`src/rtl/centroid_pkg.sv`:
```
`default_nettype none
// ============================================================================
// Module   : centroid_pkg
// Purpose  : Shared state encoding and width helpers for the centroid tracker.
// Revision : 1.0 - initial release
// ============================================================================
package centroid_pkg;

    typedef enum logic [1:0] {
        IDLE   = 2'd0,
        ACCUM  = 2'd1,
        DIVIDE = 2'd2,
        DONE   = 2'd3
    } state_e;

    // A zero threshold would allow a zero divisor, so it is lifted to one.
    function automatic int unsigned eff_min_count(input int unsigned min_count);
        return (min_count == 0) ? 1 : min_count;
    endfunction

    // Bits needed to hold sum(0..n-1) without wrapping.
    function automatic int unsigned sum_width(input int unsigned n_pix);
        return $clog2((n_pix * (n_pix - 1)) / 2 + 1);
    endfunction

endpackage : centroid_pkg
`default_nettype wire

```
`src/rtl/serial_divider.sv`:
```
`default_nettype none
// ============================================================================
// Module   : serial_divider
// Purpose  : Unsigned restoring divider, one quotient bit per clock.
// Revision : 1.0 - initial release
// ============================================================================
module serial_divider #(
    parameter int DVD_W = 18,
    parameter int DVS_W = 10
) (
    input  logic             clk,
    input  logic             rst,
    input  logic             start,
    input  logic [DVD_W-1:0] dividend,
    input  logic [DVS_W-1:0] divisor,
    output logic             done,
    output logic [DVD_W-1:0] quotient
);

    localparam int ITER_W = $clog2(DVD_W + 1);

    logic [DVS_W-1:0]  rem_q,  rem_d;
    logic [DVD_W-1:0]  work_q, work_d;
    logic [DVS_W-1:0]  dvs_q,  dvs_d;
    logic [ITER_W-1:0] iter_q, iter_d;
    logic              busy_q, busy_d;
    logic              done_q, done_d;

    logic [DVS_W-1:0]  w_src_rem;
    logic [DVD_W-1:0]  w_src_work;
    logic [DVS_W-1:0]  w_src_dvs;
    logic [DVS_W:0]    w_trial;
    logic [DVS_W:0]    w_diff;
    logic              w_ge;
    logic              w_diff_unused;

    // The start cycle already performs the first iteration, so a full
    // divide takes exactly DVD_W clocks from start to the done pulse.
    always_comb begin
        w_src_rem  = start ? '0       : rem_q;
        w_src_work = start ? dividend : work_q;
        w_src_dvs  = start ? divisor  : dvs_q;
        w_trial    = {w_src_rem, w_src_work[DVD_W-1]};
        w_ge       = (w_trial >= {1'b0, w_src_dvs});
        w_diff     = w_ge ? (w_trial - {1'b0, w_src_dvs}) : w_trial;
    end

    // The partial remainder is always below the divisor, so the top bit is zero.
    assign w_diff_unused = w_diff[DVS_W];

    always_comb begin
        rem_d  = rem_q;
        work_d = work_q;
        dvs_d  = dvs_q;
        iter_d = iter_q;
        busy_d = busy_q;
        done_d = 1'b0;
        if (start) begin
            rem_d  = w_diff[DVS_W-1:0];
            work_d = {w_src_work[DVD_W-2:0], w_ge};
            dvs_d  = divisor;
            iter_d = ITER_W'(DVD_W - 1);
            busy_d = 1'b1;
        end else if (busy_q) begin
            rem_d  = w_diff[DVS_W-1:0];
            work_d = {w_src_work[DVD_W-2:0], w_ge};
            iter_d = iter_q - ITER_W'(1);
            if (iter_q == ITER_W'(1)) begin
                busy_d = 1'b0;
                done_d = 1'b1;
            end
        end
    end

    always_ff @(posedge clk) begin
        if (rst) begin
            rem_q  <= '0;
            work_q <= '0;
            dvs_q  <= '0;
            iter_q <= '0;
            busy_q <= 1'b0;
            done_q <= 1'b0;
        end else begin
            rem_q  <= rem_d;
            work_q <= work_d;
            dvs_q  <= dvs_d;
            iter_q <= iter_d;
            busy_q <= busy_d;
            done_q <= done_d;
        end
    end

    assign done     = done_q;
    assign quotient = work_q;

endmodule : serial_divider
`default_nettype wire

```
`src/rtl/centroid_tracker.sv`:
```
`default_nettype none
// ============================================================================
// Module   : centroid_tracker
// Purpose  : Streaming floor-average index of set pixels on one mask line.
// Revision : 1.0 - initial release
// ============================================================================
module centroid_tracker
    import centroid_pkg::*;
#(
    parameter int N_PIX     = 480,
    parameter int IDX_W     = 10,
    parameter int SUM_W     = 18,
    parameter int CNT_W     = 10,
    parameter int MIN_COUNT = 1
) (
    input  logic             Clk,
    input  logic             Reset,
    input  logic             pix_valid,
    output logic             pix_ready,
    input  logic             pix_first,
    input  logic             pix_last,
    input  logic             pix_bit,
    output logic [IDX_W-1:0] center,
    output logic             center_valid,
    output logic             found,
    output logic [CNT_W-1:0] pix_count
);

    localparam logic [CNT_W-1:0] c_min_cnt  = CNT_W'(eff_min_count(MIN_COUNT));
    localparam logic [IDX_W-1:0] c_last_idx = IDX_W'(N_PIX - 1);

    state_e           state_q, state_d;
    logic [IDX_W-1:0] idx_q, idx_d;
    logic             ovf_q, ovf_d;
    logic [SUM_W-1:0] w_sum_q, w_sum_d;
    logic [CNT_W-1:0] cnt_q, cnt_d;
    logic [IDX_W-1:0] center_q, center_d;
    logic             found_q, found_d;
    logic [CNT_W-1:0] pix_count_q, pix_count_d;

    logic             w_ready;
    logic             w_take;
    logic [IDX_W-1:0] w_beat_idx;
    logic             w_beat_ovf;
    logic [SUM_W-1:0] w_base_sum;
    logic [CNT_W-1:0] w_base_cnt;
    logic             w_acc;
    logic             w_at_end;
    logic [SUM_W-1:0] w_sum_nx;
    logic [CNT_W-1:0] w_cnt_nx;
    logic [IDX_W-1:0] w_idx_nx;
    logic             w_ovf_nx;
    logic             w_found_nx;
    logic             w_div_start;
    logic             w_div_done;
    logic [SUM_W-1:0] w_quot;
    logic             w_quot_unused;

    assign w_ready = (state_q == IDLE) || (state_q == ACCUM);
    // A beat belongs to a line if it opens one or arrives while one is open.
    assign w_take  = pix_valid && w_ready && (pix_first || (state_q == ACCUM));

    // A pix_first beat restarts from index 0 with cleared accumulators.
    always_comb begin
        w_beat_idx = pix_first ? '0   : idx_q;
        w_beat_ovf = pix_first ? 1'b0 : ovf_q;
        w_base_sum = pix_first ? '0   : w_sum_q;
        w_base_cnt = pix_first ? '0   : cnt_q;
        w_acc      = pix_bit && !w_beat_ovf;
        w_sum_nx   = w_base_sum + (w_acc ? SUM_W'(w_beat_idx) : '0);
        w_cnt_nx   = w_base_cnt + (w_acc ? CNT_W'(1) : '0);
        w_at_end   = (w_beat_idx == c_last_idx);
        w_idx_nx   = w_at_end ? w_beat_idx : (w_beat_idx + IDX_W'(1));
        w_ovf_nx   = w_beat_ovf || w_at_end;
        w_found_nx = (w_cnt_nx >= c_min_cnt);
    end

    always_comb begin
        state_d     = state_q;
        idx_d       = idx_q;
        ovf_d       = ovf_q;
        w_sum_d     = w_sum_q;
        cnt_d       = cnt_q;
        center_d    = center_q;
        found_d     = found_q;
        pix_count_d = pix_count_q;
        w_div_start = 1'b0;
        case (state_q)
            IDLE, ACCUM: begin
                if (w_take) begin
                    idx_d   = w_idx_nx;
                    ovf_d   = w_ovf_nx;
                    w_sum_d = w_sum_nx;
                    cnt_d   = w_cnt_nx;
                    state_d = ACCUM;
                    if (pix_last) begin
                        if (w_found_nx) begin
                            state_d     = DIVIDE;
                            w_div_start = 1'b1;
                        end else begin
                            state_d     = DONE;
                            found_d     = 1'b0;
                            pix_count_d = w_cnt_nx;
                        end
                    end
                end
            end
            DIVIDE: begin
                if (w_div_done) begin
                    state_d     = DONE;
                    found_d     = 1'b1;
                    center_d    = w_quot[IDX_W-1:0];
                    pix_count_d = cnt_q;
                end
            end
            DONE: begin
                state_d = IDLE;
            end
            default: begin
                state_d = IDLE;
            end
        endcase
    end

    always_ff @(posedge Clk) begin
        if (Reset) begin
            state_q     <= IDLE;
            idx_q       <= '0;
            ovf_q       <= 1'b0;
            w_sum_q     <= '0;
            cnt_q       <= '0;
            center_q    <= '0;
            found_q     <= 1'b0;
            pix_count_q <= '0;
        end else begin
            state_q     <= state_d;
            idx_q       <= idx_d;
            ovf_q       <= ovf_d;
            w_sum_q     <= w_sum_d;
            cnt_q       <= cnt_d;
            center_q    <= center_d;
            found_q     <= found_d;
            pix_count_q <= pix_count_d;
        end
    end

    // The divider sees the accumulators including the final beat.
    serial_divider #(
        .DVD_W (SUM_W),
        .DVS_W (CNT_W)
    ) u_div (
        .clk      (Clk),
        .rst      (Reset),
        .start    (w_div_start),
        .dividend (w_sum_nx),
        .divisor  (w_cnt_nx),
        .done     (w_div_done),
        .quotient (w_quot)
    );

    // The average index never exceeds N_PIX-1, so the upper quotient bits stay zero.
    assign w_quot_unused = ^w_quot[SUM_W-1:IDX_W];

    assign pix_ready    = w_ready;
    assign center       = center_q;
    assign center_valid = (state_q == DONE);
    assign found        = found_q;
    assign pix_count    = pix_count_q;

endmodule : centroid_tracker
`default_nettype wire

```
`config.mk`:
```
export PLATFORM = sky130hd
export DESIGN_NAME = centroid_tracker
export DESIGN_NICKNAME = d
export VERILOG_FILES = /design/src/rtl/centroid_pkg.sv /design/src/rtl/serial_divider.sv /design/src/rtl/centroid_tracker.sv
export SDC_FILE = /design/constraint.sdc
export NUM_CORES = 1
export LEC_CHECK = 0
export ABC_AREA = 1
export CAP_MARGIN = 20
export CORE_MARGIN = 3
export CORE_UTILIZATION = 35
export CTS_BUF_LIST = sky130_fd_sc_hd__clkbuf_8
export DETAILED_ROUTE_END_ITERATION = 16
export PLACE_DENSITY = 0.58
export REMOVE_ABC_BUFFERS = 1
export SYNTH_ARGS = -nofsm -noshare
export SYNTH_HDL_FRONTEND = slang
export SYNTH_SLANG_ARGS = --single-unit
```
`constraint.sdc`:
```
create_clock -name Clk -period 4.9 [get_ports Clk]
set_clock_uncertainty 0.15 [all_clocks]
set_input_delay 0.735 -clock Clk [delete_from_list [all_inputs] [get_ports Clk]]
set_output_delay 0.735 -clock Clk [all_outputs]
set_load 0.05 [all_outputs]
```
==> results.toml <==
[logic_synthesis]
ys_seq_area_share_pct = 34.8
yosys.area.top_type_share_pct = 34.8
synth_edf_count = 0
synthArstFlopShare_pct = 0
synth_most_common_cell = "nand2_1"
synth.avg_cell_area_um2 = 6.80
yosys.area.top_type = "dfxtp_1"
synth_cell_types = 44
synth_seq_cells = 107
yosys_warnings = 0
synthCells = 904
netlist_area_um2 = 6150
synthTopCellsByArea = "dfxtp_1 (35%), nand2_1 (10%), inv_1 (7.9%)"
ys.flop_type = "dfxtp_1"
synthTopCellsByCount = "nand2_1 (169), inv_1 (129), nor2_1 (112)"

[clocking]
cts.sinks = 107
clk_latency_ns = 0.40
cts_made_buffers = 9
htree_levels = 3
clk_pin_slew_worst_paths_ns = 0.11
cts_hold_buffers = 0
cts_resized = 0
clockBufferDepth = 2
root_buffer = "clkbuf_8"
postCtsSetupBuffers = 0
cts_tree = "yes"

[job]
max_cap_violations = 0

[drt]
drcViolationCount = 0
drt-met1-wl_um = 8230
via_per_inst = 4.81
wl_um = 15400
postRouteAntennaNets = 0
vias = 5638
first_iter_violations = 314
wl_met2_um = 6600
first_pass_iters = 5
dr_wl_met3_um = 332
top_layer_used = "met4"
avgRoutedWirePerCell_um = 13.1

[floorplan]
fp.dieW_um = 139
initial_core_util_pct = 36.4
coreArea_um2 = 16900
row_count = 47
io_pins = 29
dieArea_um2 = 19200
die_h_um = 139

[sta]
worst_pin_slew_ns = 0.671
fin_tns_setup_ns = 0
rsz0062_at_grt = "false"
min_period_ns = 4.55
worst_slack_ns = 0.347
hold_viol_final = 0
whs_ns = 0.312
slew_headroom_pct = 55.3
finalCritPeriodShare_pct = 92.9
fmax_mhz = 220
slew_viol_final = 0
finalSetupViolCount = 0

[worst_setup_path]
reg2regPathDepth = 27
regToRegSetupSlack_ns = 0.93
cp.arrival_ns = 4.73
endpoint_kind = "flip-flop"
worstSetupStartpointType = "input port"
worst-setup-path-type = "in -> reg"
crit_fanout = 20
worstPathRequired_ns = 5.08

[finish]
nets = 980
multi_input_area_um2 = 3280
n_antenna_cell = 0
drive_gt1_share_pct = 9.02
final_core_util_pct = 41.9
seq_area_um2 = 2140
n_fill_cell = 1770
syn_to_final_growth_pct = 14.9

[place]
port_buffers = 28
place_congestion = 0.883
dp_hpwl_um = 11000
place_ws_ns = -0.0905

[run_status]
outcome = "completed"

[global_routing]
grt_pass1_wl_um = 26000
first_global_vias = 5256
track_usage_pct = 16.2
antenna_found_initial = 0
grt_max_degree = 60
grt-ovfl-total = 0

[pwr]
p_leak_nw = 3.24
powerDensity_nw_per_um2 = 299
peakVddDrop_uv = 138

[min_path]
min_path_cells = 2
min_path_type = "reg -> reg"
==> cell type report <==
class / count / area share, %
repair buffers: 75 / 9.25
multi-input cells: 619 / 46.4
flip-flops and latches: 107 / 30.3
clock inverters: 6 / 0.886
inverters: 136 / 7.33
clock buffers: 10 / 1.95
well taps: 220 / 3.90
==> per-stage QoR <==
stage          power [mW]  area, um2  cells
3_5_place_dp         1.56       6860   1157
6_report             2.11       7060   1173
2_1_floorplan        1.36       5940    862
5_1_grt              2.25       7060   1173
4_1_cts              2.14       7060   1173
3_3_place_gp         1.56       6860   1157
==> path summary, 6_finish.rpt <==
kind / from / endpoint
worst max-delay path: pix_first / u_div.rem_q[8]$_SDFFE_PP0P_
worst min-delay path: w_sum_q[0]$_SDFFE_PP0P_ / w_sum_q[0]$_SDFFE_PP0P_
worst max register to register: cnt_q[0]$_SDFFE_PP0P_ / u_div.rem_q[0]$_SDFFE_PP0P_
worst min register to register: w_sum_q[0]$_SDFFE_PP0P_ / w_sum_q[0]$_SDFFE_PP0P_
==> logic make-up (layout without fill, tap and decap cells) <==
| group | Yosys count | count (layout) | synth area share (%) |
|---|---|---|---|
| and+or+nand+nor | 370 | 370 | 26.0 |
| AOI/OAI and AO/OA | 198 | 198 | 18.2 |
| buffers and inverters | 178 | 227 | 11.9 |
| DFF | 107 | 107 | 34.8 |
| adders and majority gates | 26 | 26 | 5.54 |
| xor gates and xnor gates | 24 | 24 | 3.42 |
| muxes | 1 | 1 | 0.163 |
==> registers in the layout, indices dropped and copies added (netlist names) <==
signal,count
cnt_q,10
w_sum_q,18
ovf_q,1
center,10
u_div.done,1
state_q,2
u_div.rem_q,10
u_div.quotient,18
u_div.iter_q,5
found,1
u_div.dvs_q,10
u_div.busy_q,1
pix_count,10
idx_q,10
==> power breakdown <==
group	internal (mW)	switching, mW	total, mW	leakage [nW]
clock network	0.216	0.355	0.571	0.105
logic	0.225	0.357	0.582	2.26
registers	0.926	0.0358	0.962	0.872
total	1.37	0.747	2.11	3.24
==> layout by cell type (no fill, tap or decap), drive strengths merged <==
master and count:
a21oi 76, o21ai 76, inv 138, clkbuf 10
a21o 2, xor2 18, a31oi 10, a21boi 1
o211ai 14, xnor2 6, buf 48, nor4 4
fa 2, o221ai 2, a211oi 3, clkdlybuf4s50 27
mux2i 1, nor3 22, nand2 175, o2111ai 11
and2 1, nor2 118, ha 24, a311oi 1
nor3b 2, o22ai 2, nand3b 3, dfxtp 107
nand4 5, or2 2, nand3 38, clkinv 4
==> worst max-delay path: stages <==
cell and delay (ns):
clkdlybuf4s50_1 0.51, buf_12 0.14, buf_4 0.25, buf_4 0.24, nor2_1 0.07, ha_1 0.31
a21oi_1 0.20, nand2_1 0.08, a21oi_1 0.19, nand2_1 0.13, nand2_1 0.08, nand2_1 0.05
nand2_1 0.08, nand3_1 0.10, nand2_1 0.12, ha_1 0.20, fa_1 0.22, nor2_1 0.06
a211oi_1 0.39, o221ai_1 0.19, xor2_1 0.17, nand2_1 0.07, a31oi_1 0.17
==> routing by layer <==
metal | up-vias | track usage, %
met2 | 77 | 25.2
met1 | 2530 | 23.5
met3 | 13 | 1.90
met5 | - | 0
li1 | 3018 | -
met4 | 0 | 5.25
Power figures use the tool's default switching activity.
